### src/rtl/vga_sync_rx_if.sv
// ---------------------------------------------------------------------------
// vga_sync_rx_if
// Purpose : video timing bundle between a sync source and vga_sync_rx.
// Signals : hsync/vsync (active low) and enable from the source;
//           hpos/vpos, locked, h_total/v_total, sync_err (and de_err when
//           VGA_SYNC_RX_DE_CHECK_EN is defined) from the receiver.
// Modports: master = source/observer side, slave = receiver side.
// ---------------------------------------------------------------------------
interface vga_sync_rx_if;
  localparam int unsigned CW = 14;

  logic          hsync;
  logic          vsync;
  logic          enable;
  logic [CW-1:0] hpos;
  logic [CW-1:0] vpos;
  logic          locked;
  logic [CW-1:0] h_total;
  logic [CW-1:0] v_total;
  logic          sync_err;
`ifdef VGA_SYNC_RX_DE_CHECK_EN
  logic          de_err;

  modport master (output hsync, vsync, enable,
                  input  hpos, vpos, locked, h_total, v_total, sync_err, de_err);
  modport slave  (input  hsync, vsync, enable,
                  output hpos, vpos, locked, h_total, v_total, sync_err, de_err);
`else
  modport master (output hsync, vsync, enable,
                  input  hpos, vpos, locked, h_total, v_total, sync_err);
  modport slave  (input  hsync, vsync, enable,
                  output hpos, vpos, locked, h_total, v_total, sync_err);
`endif
endinterface

### src/rtl/vga_sync_rx.sv
// ---------------------------------------------------------------------------
// vga_sync_rx
// Purpose : recovers hpos/vpos from sampled hsync/vsync with a flywheel
//           counter, measures line/frame length, reports lock and sync errors.
// Ports   : px_clk  - pixel clock, rising edge
//           rst_n   - asynchronous active-low reset
//           bus     - vga_sync_rx_if.slave (hsync, vsync, enable in;
//                     hpos, vpos, locked, h_total, v_total, sync_err out)
// Option  : VGA_SYNC_RX_DE_CHECK_EN adds bus.de_err, a one-cycle pulse in
//           LOCKED when the sampled enable disagrees with the predicted
//           active area.
// ---------------------------------------------------------------------------
module vga_sync_rx #(
  parameter int unsigned WIDTH         = 640,
  parameter int unsigned H_FRONT_PORCH = WIDTH + 16,
  parameter int unsigned H_SIZE        = 800,
  parameter int unsigned HEIGHT        = 480,
  parameter int unsigned V_FRONT_PORCH = HEIGHT + 10,
  parameter int unsigned V_SIZE        = 525,
  parameter int unsigned LOCK_LINES    = 4
) (
  input logic          px_clk,
  input logic          rst_n,
  vga_sync_rx_if.slave bus
);
  localparam int unsigned   CW      = 14;
  localparam int unsigned   GW      = $clog2(LOCK_LINES + 1);
  localparam logic [CW-1:0] C_MAX   = '1;
  localparam logic [CW-1:0] C_HFP   = CW'(H_FRONT_PORCH);
  localparam logic [CW-1:0] C_HLAST = CW'(H_SIZE - 1);
  localparam logic [CW-1:0] C_VFP   = CW'(V_FRONT_PORCH);
  localparam logic [CW-1:0] C_VLAST = CW'(V_SIZE - 1);
  localparam logic [CW-1:0] C_TMO   = CW'(2 * H_SIZE);
  localparam logic [GW-1:0] C_LOCK  = GW'(LOCK_LINES);

  typedef enum logic [1:0] {
    S_SEARCH = 2'd0,
    S_ACQ    = 2'd1,
    S_LOCKED = 2'd2
  } state_t;

  state_t        r_state, w_state_nx;
  logic [GW-1:0] r_good, w_good_nx;
  logic          r_locked, r_sync_err, w_sync_err_nx;
  logic          r_hs_d, r_vs_d, r_h_seen, r_v_seen;
  logic [CW-1:0] r_hpos, r_vpos, r_lcnt, r_fcnt, r_h_total, r_v_total;

  logic          w_h_fall, w_v_fall, w_wrap, w_h_mis, w_v_mis, w_timeout;
  logic [CW-1:0] w_nh, w_vinc, w_lcnt_inc, w_fcnt_inc;

  // Edge detect and flywheel prediction for the current sample
  assign w_h_fall   = r_hs_d & ~bus.hsync;
  assign w_v_fall   = r_vs_d & ~bus.vsync;
  assign w_nh       = (r_hpos == C_HLAST) ? '0 : r_hpos + CW'(1);
  assign w_wrap     = (w_nh == '0) & ~w_h_fall;
  assign w_vinc     = (r_vpos == C_VLAST) ? '0 : r_vpos + CW'(1);
  assign w_lcnt_inc = (r_lcnt == C_MAX) ? C_MAX : r_lcnt + CW'(1);
  assign w_fcnt_inc = (r_fcnt == C_MAX) ? C_MAX : r_fcnt + CW'(1);

  // Alignment: a sync edge must land where the flywheel expects it
  assign w_h_mis   = w_h_fall & (w_nh != C_HFP);
  assign w_v_mis   = w_v_fall & ((w_nh != '0) |
                                 ((r_state == S_LOCKED) & (w_vinc != C_VFP)));
  // Missing hsync: two line lengths without an edge
  assign w_timeout = (r_state != S_SEARCH) & ~w_h_fall & (w_lcnt_inc == C_TMO);

  // Next-state, aligned-line counter and error pulse
  always_comb begin
    w_state_nx    = r_state;
    w_good_nx     = r_good;
    w_sync_err_nx = 1'b0;
    case (r_state)
      S_SEARCH: begin
        if (w_h_fall) begin
          w_state_nx = S_ACQ;
          w_good_nx  = '0;
        end
      end
      S_ACQ: begin
        if (w_h_mis)
          w_good_nx = '0;
        else if (w_h_fall && (r_good != C_LOCK))
          w_good_nx = r_good + GW'(1);
        if (w_v_fall && (r_good >= C_LOCK) && (w_nh == '0))
          w_state_nx = S_LOCKED;
      end
      S_LOCKED: begin
        if (w_h_mis || w_v_mis) begin
          w_state_nx    = S_ACQ;
          w_good_nx     = '0;
          w_sync_err_nx = 1'b1;
        end else if (w_h_fall && (r_good != C_LOCK)) begin
          w_good_nx = r_good + GW'(1);
        end
      end
      default: w_state_nx = S_SEARCH;
    endcase
    if (w_timeout) begin
      w_state_nx    = S_SEARCH;
      w_good_nx     = '0;
      w_sync_err_nx = 1'b1;
    end
  end

  // State register and registered status outputs
  always_ff @(posedge px_clk or negedge rst_n) begin
    if (!rst_n) begin
      r_state    <= S_SEARCH;
      r_good     <= '0;
      r_locked   <= 1'b0;
      r_sync_err <= 1'b0;
    end else begin
      r_state    <= w_state_nx;
      r_good     <= w_good_nx;
      r_locked   <= (w_state_nx == S_LOCKED);
      r_sync_err <= w_sync_err_nx;
    end
  end

  // Flywheel position and line/frame measurement
  always_ff @(posedge px_clk or negedge rst_n) begin
    if (!rst_n) begin
      r_hs_d    <= 1'b1;
      r_vs_d    <= 1'b1;
      r_hpos    <= '0;
      r_vpos    <= '0;
      r_lcnt    <= '0;
      r_fcnt    <= '0;
      r_h_total <= '0;
      r_v_total <= '0;
      r_h_seen  <= 1'b0;
      r_v_seen  <= 1'b0;
    end else begin
      r_hs_d <= bus.hsync;
      r_vs_d <= bus.vsync;
      r_hpos <= w_h_fall ? C_HFP : w_nh;
      if (w_v_fall)
        r_vpos <= C_VFP;
      else if (w_wrap)
        r_vpos <= w_vinc;

      if (w_h_fall) begin
        r_lcnt   <= '0;
        r_h_seen <= 1'b1;
        if (r_h_seen)
          r_h_total <= w_lcnt_inc;
      end else begin
        r_lcnt <= w_lcnt_inc;
      end

      // The wrap that coincides with vsync closes the frame being measured
      if (w_v_fall) begin
        r_fcnt   <= '0;
        r_v_seen <= 1'b1;
        if (r_v_seen)
          r_v_total <= w_wrap ? w_fcnt_inc : r_fcnt;
      end else if (w_wrap) begin
        r_fcnt <= w_fcnt_inc;
      end

      // Falling back to SEARCH restarts the "first edge only clears" rule
      if (w_timeout) begin
        r_h_seen <= 1'b0;
        r_v_seen <= 1'b0;
      end
    end
  end

  assign bus.hpos     = r_hpos;
  assign bus.vpos     = r_vpos;
  assign bus.locked   = r_locked;
  assign bus.h_total  = r_h_total;
  assign bus.v_total  = r_v_total;
  assign bus.sync_err = r_sync_err;

`ifdef VGA_SYNC_RX_DE_CHECK_EN
  localparam logic [CW-1:0] C_W = CW'(WIDTH);
  localparam logic [CW-1:0] C_H = CW'(HEIGHT);

  logic          r_de_err;
  logic [CW-1:0] w_nv;

  // Predicted line of this sample, before any vsync reload
  assign w_nv = w_wrap ? w_vinc : r_vpos;

  always_ff @(posedge px_clk or negedge rst_n) begin
    if (!rst_n)
      r_de_err <= 1'b0;
    else
      r_de_err <= (r_state == S_LOCKED) &
                  (bus.enable != ((w_nh < C_W) & (w_nv < C_H)));
  end

  assign bus.de_err = r_de_err;
`else
  logic w_unused_enable;
  assign w_unused_enable = bus.enable;
`endif

endmodule

### src/flat_wrapper.sv
// flat-port wrapper written by rule: the top's interface ports become plain ports
module vga_sync_rx_flat 
#(
  parameter int unsigned WIDTH         = 640,
  parameter int unsigned H_FRONT_PORCH = WIDTH + 16,
  parameter int unsigned H_SIZE        = 800,
  parameter int unsigned HEIGHT        = 480,
  parameter int unsigned V_FRONT_PORCH = HEIGHT + 10,
  parameter int unsigned V_SIZE        = 525,
  parameter int unsigned LOCK_LINES    = 4
)
  (px_clk, rst_n, bus_hsync, bus_vsync, bus_enable, bus_hpos, bus_vpos, bus_locked, bus_h_total, bus_v_total, bus_sync_err);
  vga_sync_rx_if bus_i ();
  input logic px_clk;
  input logic rst_n;
  input wire logic [$bits(bus_i.hsync)-1:0] bus_hsync;
  input wire logic [$bits(bus_i.vsync)-1:0] bus_vsync;
  input wire logic [$bits(bus_i.enable)-1:0] bus_enable;
  output wire logic [$bits(bus_i.hpos)-1:0] bus_hpos;
  output wire logic [$bits(bus_i.vpos)-1:0] bus_vpos;
  output wire logic [$bits(bus_i.locked)-1:0] bus_locked;
  output wire logic [$bits(bus_i.h_total)-1:0] bus_h_total;
  output wire logic [$bits(bus_i.v_total)-1:0] bus_v_total;
  output wire logic [$bits(bus_i.sync_err)-1:0] bus_sync_err;
  assign bus_i.hsync = bus_hsync;
  assign bus_i.vsync = bus_vsync;
  assign bus_i.enable = bus_enable;
  assign bus_hpos = bus_i.hpos;
  assign bus_vpos = bus_i.vpos;
  assign bus_locked = bus_i.locked;
  assign bus_h_total = bus_i.h_total;
  assign bus_v_total = bus_i.v_total;
  assign bus_sync_err = bus_i.sync_err;
  vga_sync_rx #(.WIDTH(WIDTH), .H_FRONT_PORCH(H_FRONT_PORCH), .H_SIZE(H_SIZE), .HEIGHT(HEIGHT), .V_FRONT_PORCH(V_FRONT_PORCH), .V_SIZE(V_SIZE), .LOCK_LINES(LOCK_LINES)) u_core (.px_clk(px_clk), .rst_n(rst_n), .bus(bus_i));
endmodule
### config.mk
export PLATFORM = sky130hd
export DESIGN_NAME = vga_sync_rx_flat
export DESIGN_NICKNAME = d
export VERILOG_FILES = /design/src/rtl/vga_sync_rx_if.sv /design/src/rtl/vga_sync_rx.sv /design/src/flat_wrapper.sv
export SDC_FILE = /design/constraint.sdc
export NUM_CORES = 1
export LEC_CHECK = 0
export ABC_AREA = 1
export BUFFER_PORTS_ARGS = -buffer_cell sky130_fd_sc_hd__buf_2
export CELL_PAD_IN_SITES_DETAIL_PLACEMENT = 1
export CELL_PAD_IN_SITES_GLOBAL_PLACEMENT = 1
export CORE_ASPECT_RATIO = 0.7
export CORE_MARGIN = 2
export CORE_UTILIZATION = 40
export CTS_CLUSTER_SIZE = 12
export DETAILED_ROUTE_END_ITERATION = 16
export PLACE_DENSITY = 0.74
export SYNTH_ARGS = -nofsm -noshare
export SYNTH_HDL_FRONTEND = slang
export SYNTH_SLANG_ARGS = --single-unit
### constraint.sdc
create_clock -name px_clk -period 6.6 [get_ports px_clk]
set_clock_uncertainty 0.15 [all_clocks]
set_input_delay 1.32 -clock px_clk [delete_from_list [all_inputs] [get_ports px_clk]]
set_output_delay 1.32 -clock px_clk [all_outputs]
set_load 0.05 [all_outputs]
==> summary.txt <==
Run status
  – Status: finished clean

STA
  – Final hold vios: 0
  – Post-route worst setup slack: 3379 ps
  – # setup viols final: 0
  – Worst-margin pin slew: 1013 ps
  – Achievable frequency: 310.4 MHz
  – Slew Limit Fails: 0
  – Min Hold Slack: 328.6 ps
  – Final period utilization: 48.81%
  – Final setup TNS: 0 ps
  – Max_slew headroom: 32.36%
  – Min Tclk post-route: 3222 ps
  – RSZ-0062 raised after global routing: false

Hold path
  – End of the worst hold path: u_core.bus.v_total[7]
  – Min-delay src: u_core.bus.v_total[7]
  – Hold depth: 2
  – HP Class: register to register

Clocking
  – Post_cts resized: 0
  – Hold buffers post-CTS: 0
  – CTS tree: done
  – Post-CTS setup buffers: 0
  – Reg clk slew, reported paths: 70 ps
  – Sink Count: 95
  – Worst-Skew Late Latency: 350 ps
  – CTS Root Cell: clkbuf_16
  – CTS buffer count: 9
  – Htree depth: 3
  – Max clock buf depth: 2

Critical path
  – Crit-path leading delay family: simple AND/OR/NAND/NOR gates
  – Flop-to-flop setup slack: 3380 ps
  – Critical path type: register to register
  – Critical Path Sink Type: register
  – Slowest stage cell, crit path: nor2_2
  – Arrival @ worst endpoint: 3270 ps
  – Worst setup startpoint: u_core.bus.hpos[0]
  – Most used cell along the critical path: nand2_1
  – Crit Path Max Fanout: 20
  – Reg2reg path depth: 12
  – Worst setup SP type: register
  – CP max stage delay: 780 ps
  – Worst Path Required: 6650 ps
  – Buf/Inv on CP: 0
  – Worst R2R End: u_core.bus.v_total[5]
  – Chain of cells forming the critical path: ha_1 -> nand2_1 -> nor2_1 -> nand3_1 -> xor2_1 -> nand2_1 -> nor2_1 -> nand2_1 -> nor2_2 -> nand2_1 -> o21ai_2 -> o21ai_1
  – Reg2reg start: u_core.bus.hpos[0]

Die
  – DIE HEIGHT: 102.2 µm
  – Cell row count: 35
  – Total die area: 14740 µm²
  – Die X: 144.2 µm
  – Initial Util: 41.36%
  – Core area: 13310 µm²
  – # IOs: 63

Final layout
  – Area grow syn2layout: 15.70%
  – N_diodes: 0
  – Finished Layout Cells: 963
  – Design Area, Final: 6371 µm²
  – Fin nets: 789
  – Share of cells above drive strength 1: 18.77%

Routing
  – Final ANT Viol Nets: 0
  – Avg WL per Cell: 15.20 µm
  – # DRC: 0
  – Vias per Instance: 5.009
  – Routed WL: 14.64 mm
  – Vias: 4824
  – Router iterations before antenna repair: 4
  – Number of DRC markers in iteration 0: 184

Global route
  – Initial antenna violation count: 0
  – First-pass GRT wire length: 24.34 mm
  – Vias in the first global route: 4871
  – Largest net degree at the start of global routing: 56
  – GRT Residual Overflow: 0
  – Global Route Usage Sum: 21.07%

Yosys
  – Net count after synthesis: 724
  – #FFs+latches synth: 95
  – Post-Synthesis Cells: 708
  – Ys async rst share: 100.0%
  – Most common flop cell mapped by yosys: dfrtp_1
  – Ys Warns: 0
  – Avg Cell Area, Syn: 7.778 µm²
  – Distinct cell type count after synthesis: 46
  – EDFF count, synth: 0
  – Cell Area, Synth: 5507 µm²
  – Sequential share of the synthesized area: 43.22%

Placement
  – I/O Buffers: 61
  – Hpwl dp: 10.89 mm
  – DP Worst Slack: 3211 ps
  – Dpl cell area: 6016 µm²
  – Gpl congestion: 0.8678
  – # placed instances: 947

Power
  – Cell Pwr Density: 244.6 nW/µm²
  – Sequential fraction of design power: 41.6%
  – Leak Pwr: 3.178 nW
  – Net switching power: 0.4840 mW
  – Combinational power share: 18.0%
  – Net Sw Frac: 31.07%
  – Clock group share of total power: 40.3%
  – Max IR drop VDD: 189.8 µV
  – Int Power: 1.074 mW

Job
  – Max-Cap Viols: 0
-- cell families (layout without fill, tap and decap cells) --
family | count (synthesis) | in the layout | share of synthesized area [%]
compound gates | 70 | 70 | 8.816
flops | 95 | 95 | 43.22
xor+xnor | 28 | 28 | 4.454
simple gates | 403 | 403 | 33.81
fa+ha+maj | 11 | 11 | 2.499
buf+inv | 101 | 171 | 7.203
-- power groups by stage --
stage               combinational, mW  sequential [mW]  clock, mW
floorplan                       0.137            0.722          0
global placement                0.272            0.656          0
detailed placement              0.283            0.660          0
CTS                             0.284            0.649      0.642
global route                    0.309            0.654      0.660
finish                          0.281            0.649      0.629
-- cells in the final DEF (no fill, tap or decap), types with 6 or more instances in the layout --
cell         n
nand2_2      7
nand4_1     18
o21ai_0     19
xor2_1      19
a21oi_1      6
nor2_2       8
xnor2_1      9
clkbuf_16    9
buf_2       60
o21ai_2     12
o21ai_1     15
nand2_1    184
nor3_1      12
ha_1        11
inv_1       86
dfrtp_1     93
nor2_1     108
nand3_1     37
-- worst max path at each step --
| stage | to | slack [ps] | cells after the start |
|---|---|---|---|
| after floorplan | u_core.bus.h_total[12] | 3800 | 8 |
| after detailed placement | u_core.bus.h_total[3] | 3210 | 8 |
| final | u_core.bus.v_total[5] | 3380 | 12 |
| after CTS | u_core.bus.v_total[5] | 3330 | 12 |
| after global placement | u_core.bus.h_total[13] | 3190 | 8 |
| after global routing | u_core.bus.v_total[13] | 3010 | 12 |
-- Yosys cell counts (all sizes together) (6+ instances only) --
cell type    n  area share [%]
o21ai       46             5.0
inv         89             6.1
nor2       122             9.7
xnor2        9             1.4
nand4       18             2.0
xor2        19             3.0
a21oi        7            0.70
nor3        13             1.4
ha          11             2.5
clkbuf       7            0.48
dfrtp       93              42
nand3       42             4.3
o22ai        6             1.0
nand2      195              14
-- state kept, by name, indices dropped and copies added (netlist names), 2 cells and up --
register and cells:
u_core.bus.h_total 14, u_core.bus.hpos 14, u_core.bus.v_total 14, u_core.bus.vpos 14
u_core.r_fcnt 14, u_core.r_lcnt 14, u_core.r_good 3, u_core.r_state 2
-- through the flow --
stage / util, % / total power, mW
floorplan: - / 0.8597
global placement: 45.19 / 0.9283
detailed placement: 45.19 / 0.9431
CTS: 47.86 / 1.575
global route: 47.86 / 1.623
finish: 47.86 / 1.558
-- cell type report --
cell class                      count  area (µm²)
Clock inverter                      6       116.4
Multi-Input combinational cell    512        2730
Clock buffer                       10       239.0
Tap cell                          185       231.5
Sequential cell                    95        2380
Inverter                           91       344.1
Fill cell                        1703        6942
Timing Repair Buffer               64       330.3
-- worst reg2reg max path: stages (launching register included) --
cell     delay (ps)
dfrtp_1         410
ha_1            190
nand2_1         130
nor2_1          250
nand3_1         170
xor2_1          270
nand2_1         140
nor2_1          120
nand2_1         100
nor2_2          780
nand2_1         160
o21ai_2         120
o21ai_1          80
-- metal layers --
layer  track usage (%)  part of all wire [%]  vias up
met5                 0                     0        -
met4             4.630                  0.59        0
met3             3.749                   2.9        6
met2             34.54                    47       63
met1             29.56                    50     2379
li1                  -                     -     2376
Power figures use the tool's default switching activity.
